$ cat config.mk
export PLATFORM = sky130hd
export DESIGN_NAME = ddr_sec_sched_flat
export DESIGN_NICKNAME = d
export VERILOG_FILES = /design/src/rtl/ddr_sec_sched_if.sv /design/src/rtl/ddr_sec_sched.sv /design/src/flat_wrapper.sv
export SDC_FILE = /design/constraint.sdc
export NUM_CORES = 1
export LEC_CHECK = 0
export CORE_AREA = 2 2 310 312
export CTS_CLUSTER_SIZE = 8
export DETAILED_ROUTE_END_ITERATION = 8
export DIE_AREA = 0 0 312 314
export GPL_TIMING_DRIVEN = 0
export PLACE_DENSITY_LB_ADDON = 0.3
export RECOVER_POWER = 25
export SETUP_SLACK_MARGIN = 0.4
export SYNTH_ARGS = -nofsm -noshare
export SYNTH_HDL_FRONTEND = slang
export SYNTH_SLANG_ARGS = --single-unit
export TNS_END_PERCENT = 20
$ cat constraint.sdc
create_clock -name clk -period 4.27 [get_ports clk]
set_input_delay 0.854 -clock clk [delete_from_list [all_inputs] [get_ports clk]]
set_output_delay 0.854 -clock clk [all_outputs]
set_load 0.02 [all_outputs]
$ cat src/rtl/ddr_sec_sched_if.sv
// Requester-side and datapath-side stream signals of the security scheduler.
// Master = front-end/datapath environment, slave = ddr_sec_sched.
interface ddr_sec_sched_if #(
    parameter int NUM_REQ    = 3,
    parameter int DATA_BYTES = 16
);
    localparam int SRC_W = (NUM_REQ > 1) ? $clog2(NUM_REQ) : 1;

    logic [NUM_REQ-1:0]              req_valid;
    logic [NUM_REQ-1:0]              req_ready;
    logic [NUM_REQ*DATA_BYTES*8-1:0] req_data;
    logic [NUM_REQ-1:0]              req_is_write;
    logic                            sec_valid;
    logic                            sec_ready;
    logic [DATA_BYTES*8-1:0]         sec_data;
    logic                            sec_is_write;
    logic [SRC_W-1:0]                sec_src;
    logic                            cmp_valid;

    modport master (
        output req_valid, req_data, req_is_write, sec_ready, cmp_valid,
        input  req_ready, sec_valid, sec_data, sec_is_write, sec_src
    );

    modport slave (
        input  req_valid, req_data, req_is_write, sec_ready, cmp_valid,
        output req_ready, sec_valid, sec_data, sec_is_write, sec_src
    );
endinterface

$ cat src/rtl/ddr_sec_sched.sv
// Shares the mask+AES datapath between requesters and owns safe key rotation.
// Optional DDR_SEC_SCHED_WR_PRIO_EN: requester 0 gets strict priority over the rest.
module ddr_sec_sched #(
    parameter int NUM_REQ         = 3,
    parameter int DATA_BYTES      = 16,
    parameter int MAX_OUTSTANDING = 4
) (
    input  logic          clk,
    input  logic          rst_n,
    ddr_sec_sched_if.slave bus,
    input  logic          key_upd_req,
    input  logic [127:0]  key_upd_key,
    output logic          key_upd_ack,
    output logic [127:0]  aes_key,
    output logic          key_valid,
    output logic [3:0]    outstanding,
    output logic          err_underflow
);
    localparam int          DW    = DATA_BYTES * 8;
    localparam int          SRC_W = (NUM_REQ > 1) ? $clog2(NUM_REQ) : 1;
    localparam int unsigned NR    = NUM_REQ;

    typedef enum logic [1:0] {NOKEY, RUN, DRAIN, LOAD} state_t;

    state_t           state, state_nxt;
    logic [SRC_W-1:0] win, idx;
    logic             win_found, grant_ok, accept, drained;
    logic [DW-1:0]    win_data;
    logic             win_wr;
`ifdef DDR_SEC_SCHED_WR_PRIO_EN
    logic [SRC_W-1:0] lo_ptr;
`else
    logic [SRC_W-1:0] rr_ptr;
`endif

    always_comb begin
        win       = '0;
        win_found = 1'b0;
        idx       = '0;
`ifdef DDR_SEC_SCHED_WR_PRIO_EN
        if (bus.req_valid[0]) begin
            win_found = 1'b1;
        end else begin
            // lo_ptr ranges over 1..NR-1; requester 0 never takes part here
            for (int unsigned i = 0; i < NR - 1; i++) begin
                idx = SRC_W'(1 + (32'(lo_ptr) - 1 + i) % (NR - 1));
                if (!win_found && bus.req_valid[idx]) begin
                    win_found = 1'b1;
                    win       = idx;
                end
            end
        end
`else
        for (int unsigned i = 0; i < NR; i++) begin
            idx = SRC_W'((32'(rr_ptr) + i) % NR);
            if (!win_found && bus.req_valid[idx]) begin
                win_found = 1'b1;
                win       = idx;
            end
        end
`endif
    end

    always_comb begin
        win_data = '0;
        win_wr   = 1'b0;
        for (int unsigned j = 0; j < NR; j++) begin
            if (win == SRC_W'(j)) begin
                win_data = bus.req_data[j*DW +: DW];
                win_wr   = bus.req_is_write[j];
            end
        end
    end

    // Registered count only: a same-cycle completion cannot open a slot
    assign grant_ok = (state == RUN) && (outstanding < 4'(MAX_OUTSTANDING)) &&
                      (!bus.sec_valid || bus.sec_ready);
    assign accept   = grant_ok && win_found;
    assign drained  = !bus.sec_valid && (outstanding == '0);

    always_comb begin
        bus.req_ready = '0;
        if (accept) begin
            bus.req_ready = NUM_REQ'(1) << win;
        end
    end

    always_comb begin
        state_nxt = state;
        case (state)
            NOKEY: if (key_upd_req) state_nxt = LOAD;
            // The ack cycle is ignored so a requester still holding req can drop it
            RUN:   if (key_upd_req && !key_upd_ack) state_nxt = DRAIN;
            DRAIN: if (drained) state_nxt = LOAD;
            LOAD:  state_nxt = RUN;
            default: state_nxt = NOKEY;
        endcase
    end

    always_ff @(posedge clk or negedge rst_n) begin
        if (!rst_n) begin
            state            <= NOKEY;
`ifdef DDR_SEC_SCHED_WR_PRIO_EN
            lo_ptr           <= SRC_W'(1);
`else
            rr_ptr           <= '0;
`endif
            bus.sec_valid    <= 1'b0;
            bus.sec_data     <= '0;
            bus.sec_is_write <= 1'b0;
            bus.sec_src      <= '0;
            key_upd_ack      <= 1'b0;
            aes_key          <= '0;
            key_valid        <= 1'b0;
            outstanding      <= '0;
            err_underflow    <= 1'b0;
        end else begin
            state       <= state_nxt;
            key_upd_ack <= (state == LOAD);
            if (state == LOAD) begin
                aes_key   <= key_upd_key;
                key_valid <= 1'b1;
            end

            if (accept) begin
                bus.sec_valid    <= 1'b1;
                bus.sec_data     <= win_data;
                bus.sec_is_write <= win_wr;
                bus.sec_src      <= win;
`ifdef DDR_SEC_SCHED_WR_PRIO_EN
                if (win != '0) begin
                    lo_ptr <= (win == SRC_W'(NR - 1)) ? SRC_W'(1) : win + 1'b1;
                end
`else
                rr_ptr <= (win == SRC_W'(NR - 1)) ? '0 : win + 1'b1;
`endif
            end else if (bus.sec_ready) begin
                bus.sec_valid <= 1'b0;
            end

            if (bus.cmp_valid && (outstanding == '0)) begin
                err_underflow <= 1'b1;
            end
            if (accept && !bus.cmp_valid) begin
                outstanding <= outstanding + 4'd1;
            end else if (!accept && bus.cmp_valid && (outstanding != '0)) begin
                outstanding <= outstanding - 4'd1;
            end
        end
    end
endmodule

$ cat src/flat_wrapper.sv
// flat-port wrapper written by rule: the top's interface ports become plain ports
module ddr_sec_sched_flat 
#(
    parameter int NUM_REQ         = 3,
    parameter int DATA_BYTES      = 16,
    parameter int MAX_OUTSTANDING = 4
)
  (clk, rst_n, key_upd_req, key_upd_key, key_upd_ack, aes_key, key_valid, outstanding, err_underflow, bus_req_valid, bus_req_data, bus_req_is_write, bus_sec_ready, bus_cmp_valid, bus_req_ready, bus_sec_valid, bus_sec_data, bus_sec_is_write, bus_sec_src);
  ddr_sec_sched_if #(.NUM_REQ(NUM_REQ), .DATA_BYTES(DATA_BYTES)) bus_i ();
  input  logic clk;
  input  logic rst_n;
  input  logic key_upd_req;
  input  logic [127:0] key_upd_key;
  output logic key_upd_ack;
  output logic [127:0] aes_key;
  output logic key_valid;
  output logic [3:0] outstanding;
  output logic err_underflow;
  input wire logic [$bits(bus_i.req_valid)-1:0] bus_req_valid;
  input wire logic [$bits(bus_i.req_data)-1:0] bus_req_data;
  input wire logic [$bits(bus_i.req_is_write)-1:0] bus_req_is_write;
  input wire logic [$bits(bus_i.sec_ready)-1:0] bus_sec_ready;
  input wire logic [$bits(bus_i.cmp_valid)-1:0] bus_cmp_valid;
  output wire logic [$bits(bus_i.req_ready)-1:0] bus_req_ready;
  output wire logic [$bits(bus_i.sec_valid)-1:0] bus_sec_valid;
  output wire logic [$bits(bus_i.sec_data)-1:0] bus_sec_data;
  output wire logic [$bits(bus_i.sec_is_write)-1:0] bus_sec_is_write;
  output wire logic [$bits(bus_i.sec_src)-1:0] bus_sec_src;
  assign bus_i.req_valid = bus_req_valid;
  assign bus_i.req_data = bus_req_data;
  assign bus_i.req_is_write = bus_req_is_write;
  assign bus_i.sec_ready = bus_sec_ready;
  assign bus_i.cmp_valid = bus_cmp_valid;
  assign bus_req_ready = bus_i.req_ready;
  assign bus_sec_valid = bus_i.sec_valid;
  assign bus_sec_data = bus_i.sec_data;
  assign bus_sec_is_write = bus_i.sec_is_write;
  assign bus_sec_src = bus_i.sec_src;
  ddr_sec_sched #(.NUM_REQ(NUM_REQ), .DATA_BYTES(DATA_BYTES), .MAX_OUTSTANDING(MAX_OUTSTANDING)) u_core (.clk(clk), .rst_n(rst_n), .bus(bus_i), .key_upd_req(key_upd_req), .key_upd_key(key_upd_key), .key_upd_ack(key_upd_ack), .aes_key(aes_key), .key_valid(key_valid), .outstanding(outstanding), .err_underflow(err_underflow));
endmodule
==> summary.md, run 1 <==
| Metric | Value |
|---|---|
| RSZ-0062 raised after global routing | true |
| Max-slew violations | 173 |
| Max Cap Viol | 2 |
| Violated checks | capacitance limit, slew limit |
| YS warnings | 0 |
| Vias in the first global route | approximately 16k |
| Worst Reg-to-Reg Cells | 9 |
| Pwr Density | ~820 nW/um^2 |
| Type of the most critical hold path | flip-flop to flip-flop |
| WL per Instance | around 25 um |
| Initial Util | 14.8% |
| CTS buffer count | approximately 40 |
| Critical Path Max Stage Delay | roughly 530 ps |
| CP bufs+invs | 5 |
| Most frequent cell after synthesis | dfrtp_1 |
| Critical setup path kind | flip-flop to output pin |
| Met1 Wirelength | ~31000 um |
| Status | complete, but fails checks |
| Pleak | between 10 and 15 nW |
| Die Wd | 312 um |
| Synth unique cells | 40 |
| Cells after synthesis | roughly 1.3k |
| Initial antenna violation count | 16 |
| Min cycle time layout | 3790 ps |
| Post-synth EDFFs | 0 |
| Clock transition at path regs | 50 ps |
| Number of cells after detailed placement | between 3k and 4k |
| Worst Path Max Fanout | 10 |
| Area of the multi-input gates | approximately 6600 um^2 |
| CP required | 3420 ps |
| CORE AREA | 94400 um^2 |
| # setup viols final | 0 |
| H-Tree Level Count | 2 |
| Post-DRT Antenna Nets | 0 |
| Post-Layout Cell Count | 3436 |
| I/O Pins | 793 |
| Fin Setup TNS | 0 ps |
| Highest metal used | met5 |
| 1st-pass router iterations | 7 |
| CP startpoint kind | flip-flop |
| Share of layout cells above drive strength 1 | between 10% and 20% |
| Synthesis-to-finish area growth | 79.3% |
| Gr ovfl total | 0 |
| Crit path arrival time | between 2000 and 3000 ps |
| Total number of vias | between 10k and 15k |
| WL met3 | about 7000 um |
| Die H | ~310 um |
| Top_reg_cell synth | dfrtp_1 |
| Synth area leaders | dfrtp_1 (48%), mux2_2 (11%), o211a_1 (9.2%) |
| Setup crit end kind | output pin |
| WP depth | 10 |
| Die area | about 98000 um^2 |
| Root Buffer | clkbuf_16 |
| Dominant cell type by area after synthesis | dfrtp_1 |
| Mapped Nets | between 1.5k and 2k |
| Residual DRC | 0 |
| Hold buffers post-CTS | 0 |
| Commonest cells post-synth | dfrtp_1 (271), clkbuf_1 (147), nand2_1 (136) |
| Synthesized area | 14000 um^2 |
| Slowest cell on the critical path | o41a_4 |
| Nets | between 2k and 3k |
| Final hold violation count | 0 |
| Clock tree buffer depth | 3 |
| IO Port Bufs | 790 |
| Gpl congestion | ~0.84 |
| Register bit total from synthesis | approximately 270 |
| CTS tree | yes |
| Worst-Margin Slew | slightly above 2000 ps |
| Worst IR drop on VDD | between 300 and 400 uV |
| Period utilisation layout | between 80% and 90% |
| Register Area | around 6800 um^2 |
| Clock Latency Late Sink | 550 ps |
| WHS Path Cells | 1 |
| Total Power | 20.6 mW |
| WL met2 | approximately 43000 um |
| Synth top area share | 48.5% |
| Post-Route WL | roughly 85000 um |
| Clk_skew | 14.4 ps |
| Critical-path cell list | ha_4 -> buf_6 -> mux2i_1 -> nor2_2 -> o41a_4 -> buf_12 -> buf_6 -> o211ai_1 -> inv_1 -> buf_6 |
| Synthesized area per cell | roughly 11 um^2 |
| Largest net degree at the start of global routing | between 100 and 150 |
| Worst slew margin | -34.6% |
| Row cnt | between 100 and 150 |
| Fmax | 264 MHz |
| Cell family with most CP delay | compound AO/OA/AOI/OAI gates |
| TritonCTS Sinks | 271 |
| Crit path top cell by count | buf_6 |
| # fillers | roughly 10k |
| Asr flop ratio synth | 100% |
| Iter 0 DRT Violations | about 900 |
| First-pass GRT wire length | 117000 um |
| Sequential element share of the synthesized area | about 48% |
| Vias per inst | between 4 and 5 |
| GRT Total Usage | ~17% |
| HPWL after DPL | just under 70000 um |
## layout by cell type, fill, tap and decap left out, drive strengths merged, types with 2 or more instances in the layout
| cell | n |
|---|---|
| clkdlybuf4s50 | 783 |
| dfrtp | 271 |
| clkbuf | 188 |
| o21ai | 138 |
| nand2 | 136 |
| mux2 | 131 |
| o31ai | 130 |
| o211a | 129 |
| a221oi | 129 |
| buf | 48 |
| diode | 12 |
| nor2 | 11 |
| inv | 8 |
| ha | 6 |
| mux2i | 5 |
| nand2b | 4 |
| nand3 | 4 |
| and2 | 3 |
| a21o | 3 |
| nor2b | 2 |
| a22oi | 2 |
| nand4b | 2 |
| a21oi | 2 |
| o211ai | 2 |
| xnor2 | 2 |
| dlymetal6s2s | 2 |
| or2 | 2 |
## area by class of cell
class | instances | area share, %
clock buffer | 49 | 4.41
timing repair buffer | 810 | 32.2
antenna | 12 | 0.120
buffer | 163 | 3.14
multi-input combinational | 857 | 26.5
sequential | 271 | 27.1
tap | 1265 | 6.31
clock inverter | 3 | 0.190
inverter | 6 | 0.0898
## stage by stage
stage	utilization (%)	hold slack (ps)	setup WS (ps)	instance area [um^2]
after floorplan	-	493	728	14000
after global placement	24.9	454	-10990	23500
after detailed placement	24.9	460	-1760	23600
after CTS	26.4	282	142	24900
after global routing	26.5	495	285	25100
final	26.5	473	484	25100
## metal layers
layer  track usage (%)  up-vias
met5                 0        -
li1                  -     6748
met1              17.9     7255
met3              5.22      153
met4              6.81        6
met2              29.7      728
## worst register-to-register path: cells and delay by family, from the launching register on
family | cells | cell delay [ps]
adders and majority gates | 1 | 170
DFF | 1 | 460
muxes | 1 | 360
AOI/OAI and AO/OA | 4 | 1660
buffers and inverters | 3 | 790
## flip-flops by register name (all words and copies together), names as in the netlist
name                     cells
u_core.outstanding           4
u_core.bus.sec_is_write      1
u_core.state                 2
u_core.bus.sec_src           2
u_core.err_underflow         1
u_core.aes_key             128
u_core.key_valid             1
u_core.bus.sec_data        128
u_core.key_upd_ack           1
u_core.rr_ptr                2
u_core.bus.sec_valid         1
## cells by family (layout without fill, tap and decap cells)
family | count (synthesis) | in the layout | share of synthesized area [%]
fa+ha+maj | 7 | 7 | 0.680
mux | 136 | 136 | 10.9
buf+inv | 169 | 1031 | 4.65
xor+xnor | 2 | 2 | 0.125
other cells | 0 | 12 | 0
simple gates | 167 | 167 | 4.85
flops | 271 | 271 | 48.5
compound gates | 545 | 545 | 30.3
## power by group
part,internal [mW],switching [mW],total (mW)
Combinational,5.30,7.57,12.9
Sequential,3.89,0.757,4.65
Clock,1.85,1.26,3.12
## path summary, 6_finish.rpt
path	slack, ps	end	from
hold / removal	470	u_core.key_valid	u_core.key_valid
min in group asynchronous	880	u_core.aes_key[94]	rst_n
setup / recovery	480	bus_req_ready[0]	u_core.rr_ptr[1]
hold reg to reg	470	u_core.key_valid	u_core.key_valid
max in group asynchronous	780	u_core.bus.sec_data[99]	rst_n
setup reg to reg	670	u_core.bus.sec_data[22]	u_core.rr_ptr[1]
## what timing repair did
item                       4_1_cts  5_1_grt
gates resized for setup         63       38
cloned                           0        0
setup endpoints to repair      116        3
setup buffers                   10        7
hold endpoints to repair         0        0
pin swaps                        6        6
(Power assumes the default switching activity.)
==> inputs of run 2 (changes only) <==
- CAP_MARGIN: unset -> 25
- CELL_PAD_IN_SITES_DETAIL_PLACEMENT: unset -> 2
- CELL_PAD_IN_SITES_GLOBAL_PLACEMENT: unset -> 2
- CORE_AREA: 2 2 310 312 -> 2 2 305 307
- DIE_AREA: 0 0 312 314 -> 0 0 307 309
==> run 2 against run 1 <==
The flow still finishes with violations (capacitance limit, slew limit). Via count rose by 2.4%. First-iteration DRC count fell by 32%. Maximum frequency fell by 2.1%. Core utilization rose by 1.0 points. Combinational power barely moved. Clock skew rose by 1.9 ps. Die area fell by 3.2%. Clock power rose by 3%. Clock-buffer cell count rose by 6. Global-route usage rose by 1.5 points. Largest cell class unchanged. Largest power group unchanged.
==> summary.md, run 2 (synthesized netlist as in run 1, its figures left out) <==
| Metric | Value |
|---|---|
| Fmax | 259 MHz (-2.1%) |
| Residual DRC | 0 (unchanged) |
| Design Area, Final | 25200 um^2 (+0.48%) |
| Initial Util | 15.3% (+0.50 points) |
| WL per Instance | 26.3 um (+6.7%) |
| # setup viols final | 0 (unchanged) |
| Nets | 2694 (+0.52%) |
| 1st-pass router iterations | 4 (-3) |
| FF-to-FF setup slack | 830 ps (+160 ps) |
| First-pass GRT wire length | 125000 um (+7.0%) |
| Min cycle time layout | 3870 ps (+81.7 ps) |
| Worst flop-to-flop path startpoint | u_core.rr_ptr[0] |
| Max Cap Viol | 3 (+1) |
| RSZ-0062 raised after global routing | true |
| Largest net degree at the start of global routing | 100 (-2.0%) |
| Vias in the first global route | 17.2k (+9.6%) |
| Clock Latency Late Sink | 560 ps (about the same) |
| Total number of vias | 15.3k (+2.4%) |
| Violated checks | capacitance limit, slew limit |
| IO Port Bufs | 790 (unchanged) |
| Most frequent cells in the layout | clkdlybuf4s50_1 (784), dfrtp_1 (271), clkbuf_1 (138) |
| Worst Reg-to-Reg Cells | 11 (+2) |
| Commonest non-fill, non-tap cell in the layout | clkdlybuf4s50_1 |
| Final core occ | 27.6% (+1.0 points) |
| Clock tree buffer depth | 3 (unchanged) |
| Worst IR drop on VDD | 255 uV (-28%) |
| Vias per inst | 4.52 (+4.2%) |
| I/O Pins | 793 (unchanged) |
| Register Area | 6780 um^2 (about the same) |
| Status | complete, but fails checks |
| Row cnt | 111 (-1.8%) |
| Clk_skew | 16.3 ps (+1.93 ps) |
| Critical setup path kind | flip-flop to output pin |
| Clock transition at path regs | 50 ps (about the same) |
| Synthesis-to-finish area growth | 80.1% |
| CTS buffer count | 42 (+2.4%) |
| Crit path arrival time | 3010 ps (+80 ps) |
| Hold_sp | u_core.key_valid |
| TritonCTS Sinks | 271 (unchanged) |
| Worst slew margin | -36.7% (-2.1 points) |
| Total Power | 20.8 mW (+0.83%) |
| Gr ovfl total | 0 (unchanged) |
| Worst Path Max Fanout | 4 (-6) |
| CTS tree | yes |
| # fillers | 10.0k (-1.3%) |
| Gpl congestion | 0.878 (+5.0%) |
| Period utilisation layout | 90.6% (+1.9 points) |
| Root Buffer | clkbuf_16 |
| H-Tree Level Count | 2 (unchanged) |
| Pleak | 10.8 nW (+1.0%) |
| Final hold violation count | 0 (unchanged) |
| Final WS setup | 402 ps (-81.7 ps) |
| Die H | 309 um (-1.6%) |
| CP required | 3420 ps (about the same) |
| GRT Total Usage | 18.0% (+1.5 points) |
| Post-DRT Antenna Nets | 0 (unchanged) |
| Post-Layout Cell Count | 3376 (-1.7%) |
| Die Wd | 307 um (-1.6%) |
| Post-Route WL | 88800 um (+4.8%) |
| Area of the multi-input gates | 6640 um^2 (about the same) |
| Share of layout cells above drive strength 1 | 12.1% (+0.21 points) |
| Pre-CTS setup slack | -1410 ps (+351 ps) |
| Type of the most critical hold path | flip-flop to flip-flop |
| HPWL after DPL | 70700 um (+4.7%) |
| Setup crit end kind | output pin |
| Number of cells after detailed placement | 3283 (-2.1%) |
| Worst Hold End | u_core.key_valid |
| WHS Path Cells | 1 (unchanged) |
| Iter 0 DRT Violations | 590 (-32%) |
| Cell Area, Placed | 23600 um^2 (about the same) |
| Pwr Density | 826 nW/um^2 (+0.34%) |
| Die area | 94900 um^2 (-3.2%) |
| Regs by FF count | u_core.aes_key x128, u_core.bus.sec_data x128, u_core.outstanding x4 |
| Hold buffers post-CTS | 0 (unchanged) |
| Worst-Margin Slew | 2050 ps (+31.6 ps) |
| Max-slew violations | 276 (+60%) |
| CP startpoint kind | flip-flop |
| Reg2reg end | u_core.bus.sec_data[30] |
| Initial antenna violation count | 24 (+8) |
| CORE AREA | 91400 um^2 (-3.2%) |
## run 2: cell count changes in the layout (fill, tap and decap cells not counted), sizes merged
cell,change
buf,+2
clkinv,+4
clkbuf,+16
dlymetal6s2s,-2
dlygate4sd2,+1
clkdlybuf4s15,+1
diode,-2
inv,-2
clkdlybuf4s50,+1
## run 2: worst max-delay path by stage
| stage | startpoint | end | slack [ps] | cells after the start |
|---|---|---|---|---|
| global route | rst_n | u_core.bus.sec_data[100] | 210 | 2 |
| detailed placement | bus_req_valid[2] | bus_req_ready[0] | -1410 | 9 |
| finish | u_core.rr_ptr[1] | bus_req_ready[2] | 400 | 12 |
| floorplan | bus_req_valid[1] | bus_req_ready[2] | 730 | 8 |
| CTS | u_core.rr_ptr[0] | bus_req_ready[2] | 390 | 12 |
| global placement | rst_n | u_core.bus.sec_data[107] | -10820 | 1 |
## run 2: layout make-up
| cell class | count | area share [%] |
|---|---|---|
| Antenna cell | 10 | 0.0993 |
| Buffer | 163 | 3.29 |
| Clock buffer | 55 | 4.57 |
| Clock inverter | 5 | 0.288 |
| Inverter | 6 | 0.0894 |
| Multi-Input combinational cell | 857 | 26.3 |
| Sequential cell | 271 | 26.9 |
| Tap cell | 1186 | 5.89 |
| Timing Repair Buffer | 823 | 32.5 |
## run 2: routing by layer
metal	wire length, um	vias up	GRT usage (%)
met5	94	-	0
met1	33600	7753	19.8
met4	1460	14	3.49
met3	7080	96	5.69
li1	-	6780	-
met2	46500	607	33.7
## run 2: through the flow
| step | setup TNS [ps] | hold WS [ps] |
|---|---|---|
| 3_3_place_gp | -3034440 | 461 |
| 3_5_place_dp | -7460 | 473 |
| 2_1_floorplan | 0 | 493 |
| 5_1_grt | 0 | 508 |
| 6_report | 0 | 479 |
| 4_1_cts | 0 | 285 |
## run 2: power breakdown
group | switching, mW | internal, mW
sequential | 0.782 | 3.89
combinational | 7.47 | 5.45
clock | 1.30 | 1.92
## run 2: what timing repair did
action / 4_1_cts / 5_1_grt
cloned: 0 / 0
gates resized for setup: 82 / 4
pin swaps: 10 / 0
buffers inserted: 23 / 0
setup endpoints to repair: 36 / 6
## run 2: worst max-delay path, cell delays in order (launching register included)
cell and delay, ps:
dfrtp_1 440, ha_4 290, clkbuf_8 130, mux2i_1 210, nor2_2 80, buf_4 150
o41ai_4 380, buf_4 200, clkbuf_16 130, clkbuf_16 120, nand2_2 60, nor2_1 110
buf_4 160
